--- config.mk ---
export PLATFORM = sky130hd
export DESIGN_NAME = hi_trace_trigger
export DESIGN_NICKNAME = d
export VERILOG_FILES = /design/src/rtl/hi_trace_trigger_pkg.sv /design/src/rtl/hi_trace_envelope.sv /design/src/rtl/hi_trace_trigger.sv
export SDC_FILE = /design/constraint.sdc
export NUM_CORES = 1
export LEC_CHECK = 0
export ABC_AREA = 1
export BUFFER_PORTS_ARGS = -buffer_cell sky130_fd_sc_hd__buf_2
export CAP_MARGIN = 25
export CORE_MARGIN = 4
export CORE_UTILIZATION = 44
export CTS_CLUSTER_DIAMETER = 50
export DETAILED_ROUTE_END_ITERATION = 10
export GPL_TIMING_DRIVEN = 0
export PLACE_DENSITY = 0.67
export SYNTH_ARGS = -nofsm -noshare
export SYNTH_HDL_FRONTEND = slang
export SYNTH_SLANG_ARGS = --single-unit
--- constraint.sdc ---
create_clock -name ck_1356megb -period 5.4 [get_ports ck_1356megb]
set_input_delay 1.62 -clock ck_1356megb [delete_from_list [all_inputs] [get_ports ck_1356megb]]
set_output_delay 1.62 -clock ck_1356megb [all_outputs]
set_load 0.01 [all_outputs]
--- src/rtl/hi_trace_trigger_pkg.sv ---
// Shared constants for the HF trace trigger: FPGA major-mode codes and trigger state encoding.
// Pure declarations; no logic or latency of its own.
package hi_trace_trigger_pkg;

    localparam logic [2:0] FPGA_MAJOR_MODE_HF_READER     = 3'd0;
    localparam logic [2:0] FPGA_MAJOR_MODE_HF_SIMULATOR  = 3'd1;
    localparam logic [2:0] FPGA_MAJOR_MODE_HF_ISO14443A  = 3'd2;
    localparam logic [2:0] FPGA_MAJOR_MODE_HF_SNIFF      = 3'd3;
    localparam logic [2:0] FPGA_MAJOR_MODE_HF_ISO18092   = 3'd4;
    localparam logic [2:0] FPGA_MAJOR_MODE_HF_GET_TRACE  = 3'd5;
    localparam logic [2:0] FPGA_MAJOR_MODE_HF_FSK_READER = 3'd6;
    localparam logic [2:0] FPGA_MAJOR_MODE_OFF           = 3'd7;

    typedef enum logic [2:0] {
        ST_IDLE   = 3'd0,
        ST_ARMED  = 3'd1,
        ST_ACTIVE = 3'd2,
        ST_HOLD   = 3'd3,
        ST_FULL   = 3'd4
    } trig_state_t;

    // Capture may run only when armed and the FPGA is not idle or reading the trace back out.
    function automatic logic trace_run(input logic arm, input logic [2:0] mode);
        return arm && (mode != FPGA_MAJOR_MODE_OFF) && (mode != FPGA_MAJOR_MODE_HF_GET_TRACE);
    endfunction

endpackage

--- src/rtl/hi_trace_envelope.sv ---
// Sample-strobe divider plus per-window peak-to-peak detector on the raw ADC stream.
// Strobe is combinational from the divider; win_end/activity are registered one clock after the window's last strobe.
module hi_trace_envelope #(
    parameter int SAMPLE_DIV = 8,
    parameter int WIN_LEN    = 4
) (
    input  logic       i_clk,
    input  logic       i_rst,
    input  logic [7:0] i_adc_d,
    input  logic [7:0] i_threshold,
    output logic       o_strobe,
    output logic       o_win_end,
    output logic       o_activity
);

    localparam int DIV_W = (SAMPLE_DIV > 1) ? $clog2(SAMPLE_DIV) : 1;
    localparam int WIN_W = $clog2(WIN_LEN);

    logic [DIV_W-1:0] r_div;
    logic [WIN_W-1:0] r_win;
    logic [7:0]       r_min;
    logic [7:0]       r_max;
    logic             r_win_end;
    logic             r_activity;

    logic             w_strobe;
    logic [7:0]       w_min_n;
    logic [7:0]       w_max_n;
    logic [7:0]       w_span;

    assign w_strobe = (r_div == '0);
    assign w_min_n  = (i_adc_d < r_min) ? i_adc_d : r_min;
    assign w_max_n  = (i_adc_d > r_max) ? i_adc_d : r_max;
    assign w_span   = w_max_n - w_min_n;

    always_ff @(negedge i_clk or posedge i_rst) begin
        if (i_rst) begin
            r_div      <= '0;
            r_win      <= '0;
            r_min      <= 8'hFF;
            r_max      <= 8'h00;
            r_win_end  <= 1'b0;
            r_activity <= 1'b0;
        end else begin
            r_div      <= (r_div == DIV_W'(SAMPLE_DIV - 1)) ? '0 : r_div + DIV_W'(1);
            r_win_end  <= 1'b0;
            r_activity <= 1'b0;
            if (w_strobe) begin
                if (r_win == WIN_W'(WIN_LEN - 1)) begin
                    // The closing sample also seeds the next window's extremes.
                    r_win      <= '0;
                    r_win_end  <= 1'b1;
                    r_activity <= (w_span >= i_threshold);
                    r_min      <= i_adc_d;
                    r_max      <= i_adc_d;
                end else begin
                    r_win <= r_win + WIN_W'(1);
                    r_min <= w_min_n;
                    r_max <= w_max_n;
                end
            end
        end
    end

    assign o_strobe   = w_strobe;
    assign o_win_end  = r_win_end;
    assign o_activity = r_activity;

endmodule

--- src/rtl/hi_trace_trigger.sv ---
// Decides when the HF trace buffer should capture, based on windowed ADC activity, and tracks capture progress.
// trace_enable rises one clock after an active window ends; forced exit to IDLE one clock after run drops.
module hi_trace_trigger
    import hi_trace_trigger_pkg::*;
#(
    parameter int SAMPLE_DIV = 8,
    parameter int WIN_LEN    = 4,
    parameter int HOLD_WIN   = 16,
    parameter int DEPTH      = 3072
) (
    input  logic        ck_1356megb,
    input  logic        reset,
    input  logic [7:0]  adc_d,
    input  logic [2:0]  major_mode,
    input  logic        arm,
    input  logic        oneshot,
    input  logic [7:0]  threshold,
    output logic        trace_enable,
    output logic        trace_active,
    output logic        trace_full,
    output logic [11:0] sample_count
);

    localparam int          HOLD_W  = $clog2(HOLD_WIN + 1);
    localparam logic [11:0] DEPTH_C = 12'(DEPTH);

    trig_state_t       r_state;
    logic              r_enable;
    logic              r_active;
    logic              r_full;
    logic [11:0]       r_count;
    logic [HOLD_W-1:0] r_hold;

    logic              w_strobe;
    logic              w_win_end;
    logic              w_activity;
    logic              w_run;
    logic [11:0]       w_cnt_inc;
    logic              w_count_now;

    hi_trace_envelope #(
        .SAMPLE_DIV (SAMPLE_DIV),
        .WIN_LEN    (WIN_LEN)
    ) u_envelope (
        .i_clk       (ck_1356megb),
        .i_rst       (reset),
        .i_adc_d     (adc_d),
        .i_threshold (threshold),
        .o_strobe    (w_strobe),
        .o_win_end   (w_win_end),
        .o_activity  (w_activity)
    );

    assign w_run       = trace_run(arm, major_mode);
    assign w_cnt_inc   = (r_count >= DEPTH_C) ? DEPTH_C : r_count + 12'd1;
    assign w_count_now = w_strobe && r_enable;

    always_ff @(negedge ck_1356megb or posedge reset) begin
        if (reset) begin
            r_state  <= ST_IDLE;
            r_enable <= 1'b0;
            r_active <= 1'b0;
            r_full   <= 1'b0;
            r_count  <= '0;
            r_hold   <= '0;
        end else if (!w_run) begin
            // Full flag and count are left alone so the ARM can read them after stopping.
            r_state  <= ST_IDLE;
            r_enable <= 1'b0;
            r_active <= 1'b0;
        end else begin
            case (r_state)
                ST_IDLE: begin
                    r_state <= ST_ARMED;
                    r_full  <= 1'b0;
                    r_count <= '0;
                end
                ST_ARMED: begin
                    if (w_win_end && w_activity) begin
                        r_state  <= ST_ACTIVE;
                        r_enable <= 1'b1;
                        r_active <= 1'b1;
                    end
                end
                ST_ACTIVE, ST_HOLD: begin
                    if (w_count_now) begin
                        r_count <= w_cnt_inc;
                    end
                    if (w_count_now && oneshot && (w_cnt_inc == DEPTH_C)) begin
                        r_state  <= ST_FULL;
                        r_enable <= 1'b0;
                        r_active <= 1'b0;
                        r_full   <= 1'b1;
                    end else if (w_win_end) begin
                        if (w_activity) begin
                            r_state  <= ST_ACTIVE;
                            r_active <= 1'b1;
                        end else if (r_state == ST_ACTIVE) begin
                            r_state  <= ST_HOLD;
                            r_active <= 1'b0;
                            r_hold   <= HOLD_W'(HOLD_WIN - 1);
                        end else if (r_hold == '0) begin
                            r_state  <= ST_ARMED;
                            r_enable <= 1'b0;
                        end else begin
                            r_hold <= r_hold - HOLD_W'(1);
                        end
                    end
                end
                ST_FULL: begin
                    r_enable <= 1'b0;
                    r_active <= 1'b0;
                end
                default: begin
                    r_state  <= ST_IDLE;
                    r_enable <= 1'b0;
                    r_active <= 1'b0;
                end
            endcase
        end
    end

    assign trace_enable = r_enable;
    assign trace_active = r_active;
    assign trace_full   = r_full;
    assign sample_count = r_count;

endmodule

==> metrics.md, run 1 <==
| Metric | Value |
|---|---|
| Post-Syn Nets | 583 |
| GP Congestion | 0.8830 |
| Hold_buf cts | 0 |
| Post-synth EDFFs | 0 |
| Gr usage total | 0.1993 |
| Crit path max-delay family | simple AND/OR/NAND/NOR gates |
| CP endpoint | u_envelope.o_activity |
| Clk sinks | 46 |
| Vias in the first global route | 3743 |
| Num CTS Buffers | 5 |
| Die Y-Extent | 100.6 um |
| Final Max Slew Viols | 0 |
| Buffers & Inverters on Critical Path | 5 |
| Slew HR | 0.5382 |
| Violated checks | negative setup slack |
| DR iter-0 viols | 204 |
| Gr ovfl total | 0 |
| Cell Area, Placed | 4347 um2 |
| Setup crit end kind | register |
| Cells after synthesis | 526 |
| First-pass GRT wire length | 16.61 mm |
| Synth top area share | 0.2522 |
| Clk_lat worst skew | 370 ps |
| Status | complete, but fails checks |
| # H-tree levels | 2 |
| Core ar. | 8258 um2 |
| Ys flop type | dfrtn_1 |
| Syn_area_per_cell | 7.167 um2 |
| RR Endpoint | u_envelope.o_activity |
| Min-Delay Path Depth | 1 |
| Most frequent cells in the layout | nand2_1, inv_1, dfrtn_1, nand2_2, nand3_1 |
| Max cap viols | 0 |
| Type of origin of the critical path | input port |
| Ys Warns | 0 |
| Pwr Density | 487.9 nW/um2 |
| Nets@finish | 664 |
| Mapped Area | 3770 um2 |
| WHS | 402.2 ps |
| Final Hold Vio Count | 0 |
| Die Area | 10110 um2 |
| Vias per Instance | 5.331 |
| Seq/Total Area, Yosys | 0.3080 |
| Critical R2R Launch | u_envelope.r_min[5] |
| #FFs+latches synth | 46 |
| Finished Cell Area | 5182 um2 |
| Finish-stage setup viols | 15 |
| Crit path kind | in2reg |
| Largest area contributor in the netlist | dfrtn_1 |
| Antenna violations before repair | 0 |
| Crit path largest cell delay | 270 ps |
| Effective utilization at floorplan | 0.4565 |
| Area Growth Syn to Fin | 37.47% |
| CTS tree | built |
| Share of cells above drive strength 1 | 0.3701 |
| Final core utilization | 0.6276 |
| Final WS setup | -1546 ps |
| I/O pin count | 38 |
| Yosys cell types | 44 |
| Hold WC Path Type | reg2reg |
| Number of cells on the critical path | 29 |
| Crit-path slowest cell | ha_4 |
| DP Wirelength | 7.214 mm |
| Core Rows | 33 |
| Remaining antenna violation count | 0 |
| Post-Route WL | 10.27 mm |
| Synth area leaders | dfrtn_1, nand2_1, ha_1 |
| RSZ-0062 raised after global routing | true |
| Crit-path max FO | 8 |
| Clock Skew | 68.78 ps |
| DRC Markers | 0 |
| Fillcell total | 683 |
| Total power draw | 2529 uW |
| CP Data Arrival Time | 4410 ps |
| Crit. Startpoint | adc_d[5] |
| CTS Root Cell | clkbuf_8 |
| Worst reg-to-reg path cell count | 27 |
| Peak supply drop | 0.2429 mV |
| Die width | 100.6 um |
| Lkg Pwr | 0.002597 uW |
| Routed len/inst | 14.41 um |
| Commonest non-fill, non-tap cell in the layout | nand2_1 |
| PortBufs | 36 |
| N_diodes | 0 |
| Largest net degree at the start of global routing | 35 |
| Tightest Pin Transition | 692.7 ps |
| Asr flop ratio synth | 1.000 |
| Pre-antenna DRT Iters | 4 |
| CTS clk-pin slew, worst paths | 60 ps |
| Worst Path Required | 2870 ps |
| Pre-CTS WS | -2325 ps |
| Clock buffer depth | 2 |
| Register-to-register setup slack | 1880 ps |
| Vias | 3801 |
==> worst min-delay path by stage <==
| stage | from | endpoint | slack [ps] |
|---|---|---|---|
| global placement | u_envelope.r_div[0] | u_envelope.r_div[0] | 380 |
| CTS | u_envelope.r_div[0] | u_envelope.r_div[0] | 420 |
| floorplan | u_envelope.r_div[0] | u_envelope.r_div[0] | 360 |
| global route | trace_active | trace_active | 440 |
| detailed placement | u_envelope.r_div[0] | u_envelope.r_div[0] | 410 |
| finish | u_envelope.r_div[0] | u_envelope.r_div[0] | 400 |
==> cells by family (layout without fill, tap and decap cells) <==
| family | Yosys count | count (layout) | share of synthesized area |
|---|---|---|---|
| AOI/OAI and AO/OA | 79 | 79 | 0.1285 |
| buffers and inverters | 95 | 177 | 0.1012 |
| DFF | 46 | 46 | 0.3080 |
| adders and majority gates | 34 | 34 | 0.1128 |
| xor gates and xnor gates | 6 | 6 | 0.01394 |
| and+or+nand+nor | 266 | 266 | 0.3355 |
==> final cells by class <==
class / count / area [um2] / share of cell area
plain buffers: 9 / 85.08 / 0.01642
clock buffers: 6 / 82.58 / 0.01593
clock inverters: 10 / 42.54 / 0.008209
inverters: 85 / 330.3 / 0.06374
multi-input cells: 385 / 2794 / 0.5391
flip-flops and latches: 46 / 1161 / 0.2240
well taps: 105 / 131.4 / 0.02535
repair buffers: 67 / 555.5 / 0.1072
==> through the flow <==
step           cells  setup TNS [ps]
2_1_floorplan    526           -4379
3_3_place_gp     667          -43270
3_5_place_dp     668          -16440
4_1_cts          702           -3563
5_1_grt          713           -5542
6_report         713           -4401
==> flip-flops by register name, summed over array words and instances (netlist names) <==
name,count
trace_active,1
trace_enable,1
u_envelope.r_max,8
trace_full,1
u_envelope.o_win_end,1
u_envelope.r_min,8
r_state,3
sample_count,12
u_envelope.r_div,3
u_envelope.r_win,2
r_hold,5
u_envelope.o_activity,1
==> power by group <==
| part | switching (uW) | internal [uW] | total, uW | leakage (uW) |
|---|---|---|---|---|
| Sequential | 45.4 | 423 | 469 | 0.000559 |
| Clock | 146 | 113 | 259 | 0.0000945 |
| Combinational | 991 | 810 | 1800 | 0.00194 |
==> what timing repair did <==
item | CTS | global route
pin swaps | 32 | 22
setup endpoints to repair | 17 | 27
buffers inserted | 19 | 11
gates resized for setup | 67 | 45
==> synth_stat cells, types with 2 or more instances <==
master    count
a21oi_1      24
a22oi_1      15
buf_6         3
clkbuf_1      4
dfrtn_1      38
dfstp_2       8
ha_1         34
inv_1        80
inv_2         5
nand2_1     150
nand2_2      10
nand2_4       2
nand3_1      36
nand3_2       5
nand4_1       9
nor2_1       27
nor2_2        4
nor2_4        4
nor3_1        4
nor3_4        2
o21ai_0      14
o21ai_1       6
o21ai_2       5
o22ai_1       7
or2_2         7
xor2_1        5
==> worst register-to-register path, stage by stage, from the launching register on <==
cell	delay (ps)
dfstp_2	500
inv_1	110
ha_4	280
a21oi_4	120
nor2_2	60
nor3_4	200
buf_12	150
nand2_8	50
buf_12	140
o21ai_4	160
ha_4	180
inv_4	40
ha_4	140
inv_2	40
nand2_2	50
nand2_2	90
nand2_4	70
nand3_4	70
nand2_2	50
nand2_1	50
nand2_1	80
ha_4	220
nand2_2	90
nor2_2	50
nand4_1	80
o2111ai_2	140
nand2_1	100
inv_1	40
==> routing by layer <==
| metal | global-route usage | vias to the layer above | wire length (um) |
|---|---|---|---|
| met5 | 0 | - | 0 |
| met4 | 0.06114 | 0 | 164 |
| met3 | 0.02768 | 19 | 440 |
| met2 | 0.3445 | 94 | 5250 |
| met1 | 0.2575 | 1812 | 4417 |
| li1 | - | 1876 | - |
Note: power is estimated with default switching activity, not from simulation.
==> run 2: changes to the inputs <==
--- a/config.mk
+++ b/config.mk
@@ -14,6 +14,7 @@
 export DETAILED_ROUTE_END_ITERATION = 10
 export GPL_TIMING_DRIVEN = 0
 export PLACE_DENSITY = 0.67
+export RECOVER_POWER = 50
 export SYNTH_ARGS = -nofsm -noshare
 export SYNTH_HDL_FRONTEND = slang
 export SYNTH_SLANG_ARGS = --single-unit
==> metrics.md, run 2 (synthesis gave the netlist of run 1 again) <==
| Metric | Value |
|---|---|
| DR iter-0 viols | 208 |
| Max reg flops | 12 |
| Final Hold Vio Count | 0 |
| Hold_buf cts | 0 |
| Gr ovfl total | 0 |
| Pwr Density | 489.3 nW/um2 |
| Antenna violations before repair | 0 |
| Remaining antenna violation count | 0 |
| Crit path max-delay family | simple AND/OR/NAND/NOR gates |
| Final WS setup | -1547 ps |
| Pre-antenna DRT Iters | 5 |
| Crit path largest cell delay | 270 ps |
| Die Y-Extent | 100.6 um |
| Multi-input gate area | 2791 um2 |
| Clk_lat worst skew | 370 ps |
| Slew HR | 0.4879 |
| Type of origin of the critical path | input port |
| Commonest non-fill, non-tap cell in the layout | nand2_1 |
| Peak supply drop | 0.2431 mV |
| Max cap viols | 0 |
| Gr usage total | 0.1993 |
| First-pass GRT wire length | 16.61 mm |
| Final cell count without fillers | 713 |
| Worst reg-to-reg path cell count | 27 |
| Effective utilization at floorplan | 0.4565 |
| Routed len/inst | 14.42 um |
| Fillcell total | 686 |
| Core Rows | 33 |
| Worst Path Required | 2870 ps |
| Register-to-register setup slack | 1880 ps |
| Vias in the first global route | 3743 |
| DP Wirelength | 7.214 mm |
| Vias per Instance | 5.332 |
| Most frequent cells in the layout | nand2_1, inv_1, dfrtn_1, nand2_2, nand3_1 |
| Crit-path slowest cell | ha_4 |
| Setup crit end kind | register |
| Share of cells above drive strength 1 | 0.3651 |
| Lkg Pwr | 0.002593 uW |
| Vias | 3802 |
| DRC Markers | 0 |
| # H-tree levels | 2 |
| Hold WC Path Type | reg2reg |
| Largest net degree at the start of global routing | 35 |
| Die Area | 10110 um2 |
| Finish-stage setup viols | 15 |
| Min-delay src | u_envelope.r_div[0] |
| PortBufs | 36 |
| N_diodes | 0 |
| GP Congestion | 0.8830 |
| I/O pin count | 38 |
| Tightest Pin Transition | 768.1 ps |
| Cell Area, Placed | 4347 um2 |
| Crit-path max FO | 8 |
| Num CTS Buffers | 5 |
| Die width | 100.6 um |
| CP Data Arrival Time | 4410 ps |
| Crit path kind | in2reg |
| Hold path endpoint | u_envelope.r_div[0] |
| Nets@finish | 664 |
| Buffers & Inverters on Critical Path | 5 |
| RSZ-0062 raised after global routing | true |
| Area Growth Syn to Fin | 37.01% |
| Final Max Slew Viols | 0 |
| CTS clk-pin slew, worst paths | 60 ps |
| CTS tree | built |
| Status | complete, but fails checks |
| Min-Delay Path Depth | 1 |
| Sequential Area | 1161 um2 |
| Number of cells on the critical path | 29 |
| Finished Cell Area | 5165 um2 |
| Critical R2R Launch | u_envelope.r_min[5] |
| Post-Route WL | 10.28 mm |
| Clock buffer depth | 2 |
| Violated checks | negative setup slack |
| Placed insts | 668 |
| RR Endpoint | u_envelope.o_activity |
| Core ar. | 8258 um2 |
| Clock Skew | 70.96 ps |
| Clk sinks | 46 |
| CTS Root Cell | clkbuf_8 |
==> run 2: cell counts in the layout (fill, tap and decap cells not counted) <==
Identical to the previous run, type by type.
==> run 2: cell type report <==
class                      instances  share of cell area
multi-input combinational        385              0.5405
sequential                        46              0.2248
clock buffer                       6             0.01599
inverter                          85             0.06395
timing repair buffer              67              0.1047
tap                              105             0.02544
buffer                             9             0.01647
clock inverter                    10            0.008236
==> run 2: worst max-delay path by stage <==
stage | start | end | slack [ps]
CTS | adc_d[5] | u_envelope.o_activity | -1590
detailed placement | adc_d[5] | u_envelope.o_activity | -2330
global route | adc_d[5] | u_envelope.o_activity | -1690
floorplan | adc_d[5] | u_envelope.o_activity | -1580
global placement | adc_d[5] | u_envelope.o_activity | -2310
finish | adc_d[5] | u_envelope.o_activity | -1550
==> run 2: through the flow <==
stage | utilization | total power [uW] | hold slack (ps) | setup slack, ps | TNS, ps
2_1_floorplan | - | 1436 | 363.7 | -1576 | -4379
3_3_place_gp | 0.5239 | 1669 | 384.3 | -2312 | -43270
3_5_place_dp | 0.5264 | 1704 | 414.0 | -2325 | -16440
4_1_cts | 0.5915 | 2257 | 415.3 | -1594 | -3563
5_1_grt | 0.6255 | 2745 | 436.4 | -1689 | -5542
6_report | 0.6255 | 2527 | 402.8 | -1547 | -4403
==> run 2: what timing repair did <==
action,CTS,global route
hold endpoints to repair,0,0
setup endpoints to repair,17,27
pin swaps,32,22
gates resized for setup,67,45
setup buffers,19,11
==> run 2: per-layer routing <==
layer / wire length [um] / vias up / track usage / part of all wire
met4: 165 / 0 / 0.06114 / 0.016
met1: 4385 / 1798 / 0.2575 / 0.43
li1: - / 1878 / - / -
met3: 495 / 19 / 0.02768 / 0.048
met5: 0 / - / 0 / 0
met2: 5231 / 107 / 0.3445 / 0.51
==> run 2: power by group <==
part           total, uW  internal, uW  switching [uW]
combinational       1800           809             990
sequential           469           423            45.3
clock                260           113             147
total               2530          1340            1180
